--- src/rtl/arb_pkg.sv ---
// Shared types for the two-port memory arbiter: ownership state and port indices.
package arb_pkg;

  typedef enum logic [1:0] {
    OWN_IDLE = 2'd0,
    OWN_0    = 2'd1,
    OWN_1    = 2'd2
  } owner_t;

  localparam logic ARB_P0 = 1'b0;
  localparam logic ARB_P1 = 1'b1;

  // Ownership state that follows a grant to port p with lock request lk.
  function automatic owner_t owner_after(input logic p, input logic lk);
    if (!lk) return OWN_IDLE;
    return (p == ARB_P1) ? OWN_1 : OWN_0;
  endfunction

endpackage

--- src/rtl/arb_rr_pick.sv ---
// Combinational grant pick: honours a live locked owner until its burst limit,
// otherwise round-robin against the last granted port. Zero latency.
module arb_rr_pick
  import arb_pkg::*;
(
  input  logic   req0,
  input  logic   req1,
  input  owner_t owner,
  input  logic   last,
  input  logic   at_limit,
  output logic   gnt0,
  output logic   gnt1
);

  always_comb begin
    gnt0 = 1'b0;
    gnt1 = 1'b0;
    if (owner == OWN_0 && req0) begin
      // Owner keeps the memory unless it has used up its burst and port 1 waits.
      if (at_limit && req1) gnt1 = 1'b1;
      else                  gnt0 = 1'b1;
    end else if (owner == OWN_1 && req1) begin
      if (at_limit && req0) gnt0 = 1'b1;
      else                  gnt1 = 1'b1;
    end else if (req0 && req1) begin
      if (last == ARB_P0) gnt1 = 1'b1;
      else                gnt0 = 1'b1;
    end else begin
      gnt0 = req0;
      gnt1 = req1;
    end
  end

endmodule

--- src/rtl/mem_arbiter.sv ---
// Shares one memory between the core (port 0) and a loader/DMA (port 1); grant and
// access happen in the request cycle, losers simply see no gnt and hold their request.
module mem_arbiter
  import arb_pkg::*;
#(
  parameter int AW       = 32,
  parameter int DW       = 32,
  parameter int MAXBURST = 8
) (
  input  logic          clk,
  input  logic          reset,
  input  logic          req0,
  input  logic          req1,
  input  logic          lock0,
  input  logic          lock1,
  input  logic          we0,
  input  logic          we1,
  input  logic [AW-1:0] adr0,
  input  logic [AW-1:0] adr1,
  input  logic [DW-1:0] wd0,
  input  logic [DW-1:0] wd1,
  output logic          gnt0,
  output logic          gnt1,
  output logic [DW-1:0] rd,
  output logic          mem_we,
  output logic [AW-1:0] mem_adr,
  output logic [DW-1:0] mem_wd,
  input  logic [DW-1:0] mem_rd
);

  localparam int            BW   = $clog2(MAXBURST + 1);
  localparam logic [BW-1:0] BMAX = BW'(MAXBURST);

  owner_t        owner, owner_nxt;
  logic          last, last_nxt;
  logic [BW-1:0] bcnt, bcnt_nxt;
  logic          at_limit;
  logic          pick0, pick1;

  assign at_limit = (bcnt == BMAX);

  arb_rr_pick u_pick (
    .req0     (req0),
    .req1     (req1),
    .owner    (owner),
    .last     (last),
    .at_limit (at_limit),
    .gnt0     (pick0),
    .gnt1     (pick1)
  );

  // Reset gates the grants combinationally so a write in flight is dropped at once.
  assign gnt0 = pick0 & ~reset;
  assign gnt1 = pick1 & ~reset;

  always_comb begin
    mem_we  = 1'b0;
    mem_adr = adr0;
    mem_wd  = wd0;
    if (gnt1) begin
      mem_we  = we1;
      mem_adr = adr1;
      mem_wd  = wd1;
    end else if (gnt0) begin
      mem_we  = we0;
    end
  end

  assign rd = mem_rd;

  // The burst counter only runs while the same locked owner keeps winning over a waiting peer.
  always_comb begin
    owner_nxt = OWN_IDLE;
    last_nxt  = last;
    bcnt_nxt  = '0;
    if (gnt0) begin
      last_nxt  = ARB_P0;
      owner_nxt = owner_after(ARB_P0, lock0);
      if (owner == OWN_0 && lock0 && req1)
        bcnt_nxt = at_limit ? bcnt : bcnt + BW'(1);
    end else if (gnt1) begin
      last_nxt  = ARB_P1;
      owner_nxt = owner_after(ARB_P1, lock1);
      if (owner == OWN_1 && lock1 && req0)
        bcnt_nxt = at_limit ? bcnt : bcnt + BW'(1);
    end
  end

  always_ff @(posedge clk or posedge reset) begin
    if (reset) begin
      owner <= OWN_IDLE;
      last  <= ARB_P1;
      bcnt  <= '0;
    end else begin
      owner <= owner_nxt;
      last  <= last_nxt;
      bcnt  <= bcnt_nxt;
    end
  end

  a_onehot_gnt : assert property (@(posedge clk) disable iff (reset) !(gnt0 && gnt1));
  a_bcnt_range : assert property (@(posedge clk) disable iff (reset) bcnt <= BMAX);

endmodule

--- config.mk ---
export PLATFORM = sky130hd
export DESIGN_NAME = mem_arbiter
export DESIGN_NICKNAME = d
export VERILOG_FILES = /design/src/rtl/arb_pkg.sv /design/src/rtl/arb_rr_pick.sv /design/src/rtl/mem_arbiter.sv
export SDC_FILE = /design/constraint.sdc
export NUM_CORES = 1
export LEC_CHECK = 0
export ABC_AREA = 0
export ABC_CLOCK_PERIOD_IN_PS = 2400
export BUFFER_PORTS_ARGS = -buffer_cell sky130_fd_sc_hd__clkbuf_2
export CAP_MARGIN = 10
export CORE_AREA = 5 5 102 104
export DETAILED_ROUTE_END_ITERATION = 10
export DIE_AREA = 0 0 107 109
export PLACE_DENSITY = 0.63
export SKIP_CTS_REPAIR_TIMING = 1
export SKIP_LAST_GASP = 1
export SYNTH_ARGS = -nofsm -noshare
export SYNTH_HDL_FRONTEND = slang
export SYNTH_SLANG_ARGS = --single-unit
--- constraint.sdc ---
create_clock -name clk -period 2.4 [get_ports clk]
set_input_delay 0.12 -clock clk [delete_from_list [all_inputs] [get_ports clk]]
set_output_delay 0.12 -clock clk [all_outputs]
set_load 0.01 [all_outputs]
==> metrics, run 1 <==
pwr dens=307 nW/um^2; Routed Antenna Nets=0; largest family of logic cells by synthesized area=multiplexers; Crit Path Category=reg2out; root buf cell=clkbuf_8; CP delay by family, top=multiplexers; syn_nets=316; Tcrit/Tclk final=0.997; worst-path maximum fanout=18; combinational power share=0.642; outcome=finished clean; Worst setup EP type=primary output; # setup viols final=0; Initial Util=0.167; Avg Cell Area, Syn=10.8 um^2; Initial DRT Pass Iterations=3; first-pass GRT wire length=7650 um; Post-Synth Adder-Cell Area=0.0158; hold path startpoint=lock0; Final Max Tran Viols=0; Die X-Extent=107 um; share of layout cells above drive strength 1=0.889; Final Hold Viols=0; clk buf depth=2; Synth Area in Simple Gates=0.0640; die area=11,700 um^2; Post-Synth XOR/XNOR Area=0.00553; nets@finish=495; setup slack, reg-to-reg=0.47 ns; Data arrival, critical path=2.27 ns; CTS tree=built; Critical-path top delay cell=dfrtp_1; post-synth top area share=0.285; achievable frequency=418 MHz; mux share of post-synthesis cell area=0.549; compound-gate portion of the synthesized area=0.0451; vias in the first global route=1,683; pin count of the biggest net entering global routing=36; sequential share of the synthesized area=0.111; DIE HEIGHT=109 um; Psw=262 uW; Synth Cell Area=1580 um^2; gpl congestion=0.717; antenna violations before repair=0; total CTS buffers=3; setup TNS=0 ns; DRC Markers=0; max_cap viols=0; worst r2r src=bcnt[0]; final worst slack=0.00785 ns; Hold Path Class=in2reg; IO Pins=267; unrepaired setup endpoints after global routing=yes; P&R area growth vs syn=67.1%; worst path buffer plus inverter count=4; CP cell instances=inv_1, ha_1, and3b_2, mux2i_4, a21oi_4, buf_6, buf_12, mux2_2, clkbuf_2; register share of total power=0.163; vias per cell=4.08; P_leak=0.00148 uW; power share of the clock group=0.195; crit path launch=bcnt[0]; Yosys reg bits=7; VDD IR max=141 uV; slowest stage delay, CP=0.36 ns; H-tree depth=1; switching share of power=0.323; Worst EP required=2.28 ns; CTS clk-pin slew, worst paths=0.04 ns; # port buffers=202; min Tclk post-route=2.39 ns; synth unique cells=30; Synth Instances=146; WL final=6290 um; pre-CTS worst setup slack=0.219 ns; Fin Clk Skew=0.000721 ns; worst-margin pin slew=0.511 ns; startpoint types=register; internal power=549 uW; relative slew slack=0.659; 1st-iter DRT viols=94; synth warn=0; All-Layer GR Usage=0.0796; antenna cells=0; Area contributors post-synth=mux2_4 28%, mux2_2 25%, buf_4 15%; # clock sinks=7; core area=9460 um^2; gr ovfl total=0; Clock Latency Late Sink=0.22 ns; row count=36; Post-DP HPWL=5270 um; WL/cell=14.4 um; total vias in the final route=1,788; Synth area leader=mux2_4
## worst reg2reg max path, cell delays in order, from the launching register on
cell and delay [ns]:
dfrtp_1 0.39, inv_1 0.07, ha_1 0.16, and3b_2 0.26, mux2i_4 0.29, a21oi_4 0.08, buf_4 0.16, buf_6 0.14
buf_4 0.13, o21ba_2 0.18
## synthesized netlist by cell type
| master | number |
|---|---|
| buf_6 | 1 |
| nor2_1 | 4 |
| nand3_1 | 1 |
| buf_4 | 32 |
| dfstp_2 | 1 |
| xor2_1 | 1 |
| mux2_2 | 35 |
| dfrtp_1 | 6 |
| a21oi_1 | 2 |
| and2_1 | 1 |
| nand3b_1 | 1 |
| inv_1 | 4 |
| nand2b_1 | 3 |
| a22o_1 | 1 |
| nand2_1 | 2 |
| a41o_1 | 1 |
| a31o_2 | 1 |
| buf_8 | 3 |
| o21ba_2 | 1 |
| mux2i_1 | 1 |
| nor2b_1 | 1 |
| and3b_1 | 1 |
| and4b_1 | 2 |
| nor4_1 | 1 |
| mux2_4 | 30 |
| a21oi_2 | 1 |
| mux2i_2 | 1 |
| a2111oi_2 | 1 |
| ha_1 | 2 |
| buf_2 | 4 |
## sequential cells by signal, summed over array words and instances, names as in the netlist
signal / count
bcnt: 4
owner: 2
last: 1
## worst paths after layout
kind,cells past startpoint,endpoint
worst min-delay path,2,owner[0]
worst max-delay path,9,mem_adr[17]
worst max register to register,9,last
max in group asynchronous,3,last
worst min register to register,2,bcnt[0]
min in group asynchronous,3,bcnt[1]
## metal layers
metal / GRT usage / vias up / wire length, um
met4: 0.0137 / 0 / 0
met1: 0.0986 / 782 / 2440
met5: 0 / - / 0
met3: 0.0278 / 0 / 740
met2: 0.135 / 161 / 3110
li1: - / 845 / -
## cells by family after synthesis
logic type / Yosys count
xor+xnor: 1
buf+inv: 44
flops: 7
simple gates: 17
fa+ha+maj: 2
compound gates: 8
mux: 67
## final cells by class
class	instances	area, um^2
well taps	114	143
inverters	4	15.0
repair buffers	214	1170
fillers	1015	6810
flip-flops and latches	7	176
clock buffers	4	45.0
multi-input cells	95	1090
## stage by stage
step | cells | util | area [um^2] | total power [uW] | hold slack, ns
floorplan | 146 | - | 1580 | 459 | -0.0773
global placement | 424 | 0.261 | 2470 | 618 | 0.0876
detailed placement | 424 | 0.261 | 2470 | 627 | 0.101
CTS | 428 | 0.266 | 2510 | 790 | -0.130
global route | 438 | 0.280 | 2650 | 861 | 0.171
finish | 438 | 0.280 | 2650 | 811 | 0.156
## power by group through the flow
stage | clock network [uW] | registers, uW | logic [uW]
2_1_floorplan | 0 | 131 | 328
3_3_place_gp | 0 | 133 | 485
3_5_place_dp | 0 | 133 | 494
4_1_cts | 162 | 131 | 497
5_1_grt | 168 | 132 | 560
6_report | 159 | 132 | 520
## cells in the final DEF (no fill, tap or decap), types with 3 or more instances in the layout
master and instances:
clkbuf_2 201, mux2_2 35, mux2_4 30, dfrtp_1 6, buf_4 6, inv_1 4, nor2_1 4, nand2b_1 3
clkbuf_8 3
(Power assumes the default switching activity.)
==> run 2, diff against run 1 <==
Settings changed: BUFFER_PORTS_ARGS -buffer_cell sky130_fd_sc_hd__clkbuf_2 to not set, CORE_AREA 5 5 102 104 to 5 5 100 102, DIE_AREA 0 0 107 109 to 0 0 105 107, DONT_BUFFER_PORTS set to 1, PLACE_DENSITY 0.63 to 0.39.
==> run 2 against run 1 <==
  * Wire length down 16%
  * Fmax up 1.2%
  * Register-to-register slack worse by 0.10 ns
  * Clock skew about the same
  * Worst setup slack better by 0.029 ns
  * Flip-flop and latch count unchanged
  * Combinational power down 36%
  * Critical path depth down 1
  * Die area down 3.7%
  * Via count down 39%
  * Total power down 23%
  * Largest power group unchanged
==> metrics, run 2 (synthesized netlist as in run 1, its figures left out) <==
# clock sinks=7; commonest non-fill, non-tap cell in the layout=mux2_2; Final Hold Viols=0; max_cap viols=0; Crit Path Category=reg2out; Worst EP required=2.28 ns; number of flip-flops in the largest register=4; H-tree depth=1; DIE HEIGHT=107 um; row count=35; Initial DRT Pass Iterations=4; R2R Path End=last; Routed Antenna Nets=0; Worst setup EP type=primary output; Hold Path Class=in2reg; startpoint types=register; CTS tree=built; achievable frequency=423 MHz; WHS Endpoint=owner[0]; first-pass GRT wire length=6730 um; clk buf depth=2; post-layout util=0.183; 1st-iter DRT viols=35; most frequent cells in the layout=33 x mux2_2, 32 x mux2_4, 6 x dfrtp_1; gr ovfl total=0; Fin Clk Skew=0.00107 ns; # port buffers=0; final worst slack=0.0368 ns; Post-DP HPWL=4400 um; IO Pins=267; P&R area growth vs syn=4.03%; outcome=finished clean; antenna cells=0; top flop regs=bcnt (4), owner (2), last (1); min Tclk post-route=2.36 ns; VDD IR max=157 uV; die area=11,200 um^2; WL final=5300 um; Final Max Tran Viols=0; pwr dens=380 nW/um^2; R2R depth=9; hold path startpoint=lock0; Tot Pwr=626 uW; root buf cell=clkbuf_8; relative slew slack=0.649; pin count of the biggest net entering global routing=43; unrepaired setup endpoints after global routing=yes; worst-margin pin slew=0.526 ns; gpl congestion=0.690; Placed Cells=220; total CTS buffers=3; # setup viols final=0; Data arrival, critical path=2.24 ns; DRC Markers=0; worst hold path depth=1; setup slack, reg-to-reg=0.37 ns; crit path launch=bcnt[0]; CP cell instances=inv_1, ha_1, and3b_2, mux2i_2, a21oi_4, buf_12, clkbuf_16, mux2_2; slowest stage delay, CP=0.37 ns; Critical-path top delay cell=dfrtp_1; vias in the first global route=1,132; vias per cell=4.69; Initial Util=0.175; nets@finish=293; P_leak=0.000650 uW; CTS clk-pin slew, worst paths=0.04 ns; Biggest register=bcnt; share of layout cells above drive strength 1=0.697; WL/cell=22.8 um; Clock Latency Late Sink=0.22 ns; Tcrit/Tclk final=0.985; antenna violations before repair=0; worst-path maximum fanout=10; pre-CTS worst setup slack=0.263 ns; All-Layer GR Usage=0.0745; total vias in the final route=1,093; worst r2r src=bcnt[0]; core area=9020 um^2; Die X-Extent=105 um; Final Non-Filler Cells=233
-- run 2: worst max-delay path, delay by kind of cell (launching register included) --
family	cells	cell delay, ns
flops	1	0.37
buf+inv	3	0.37
compound gates	1	0.26
mux	2	0.55
simple gates	1	0.25
fa+ha+maj	1	0.20
-- run 2: report_power, final --
part           internal (uW)  switching, uW  total, uW  leakage, uW
clock                    115           46.9        161    0.0000228
sequential               127           4.71        131    0.0000935
combinational            179            154        333     0.000534
total                    420            206        626     0.000650
-- run 2: how the worst max path moves through the flow --
stage               slack (ns)     endpoint
floorplan                 0.39  mem_adr[25]
global placement          0.32  mem_adr[23]
detailed placement        0.26  mem_adr[23]
CTS                       0.02  mem_adr[23]
global route             -0.05   mem_wd[25]
finish                    0.04   mem_wd[25]
-- run 2: cell type report --
cell class	count	area [um^2]
clock buffer	4	45.0
fill	984	7370
inverter	4	15.0
multi-input combinational	95	1090
sequential	7	176
tap	111	139
timing repair buffer	12	180
-- run 2: stage by stage --
step,hold WS [ns],instance area (um^2),setup TNS [ns]
6_report,0.0243,1650,0
5_1_grt,0.0169,1650,-0.774
4_1_cts,-0.280,1510,0
3_5_place_dp,-0.0426,1460,0
3_3_place_gp,-0.0360,1460,0
2_1_floorplan,-0.0773,1580,0
-- run 2: metal layers --
layer / global-route usage / vias to the layer above / part of all wire
li1: - / 438 / -
met1: 0.0790 / 483 / 0.33
met4: 0.0256 / 0 / 0.015
met2: 0.121 / 161 / 0.50
met5: 0 / - / 0
met3: 0.0470 / 11 / 0.16
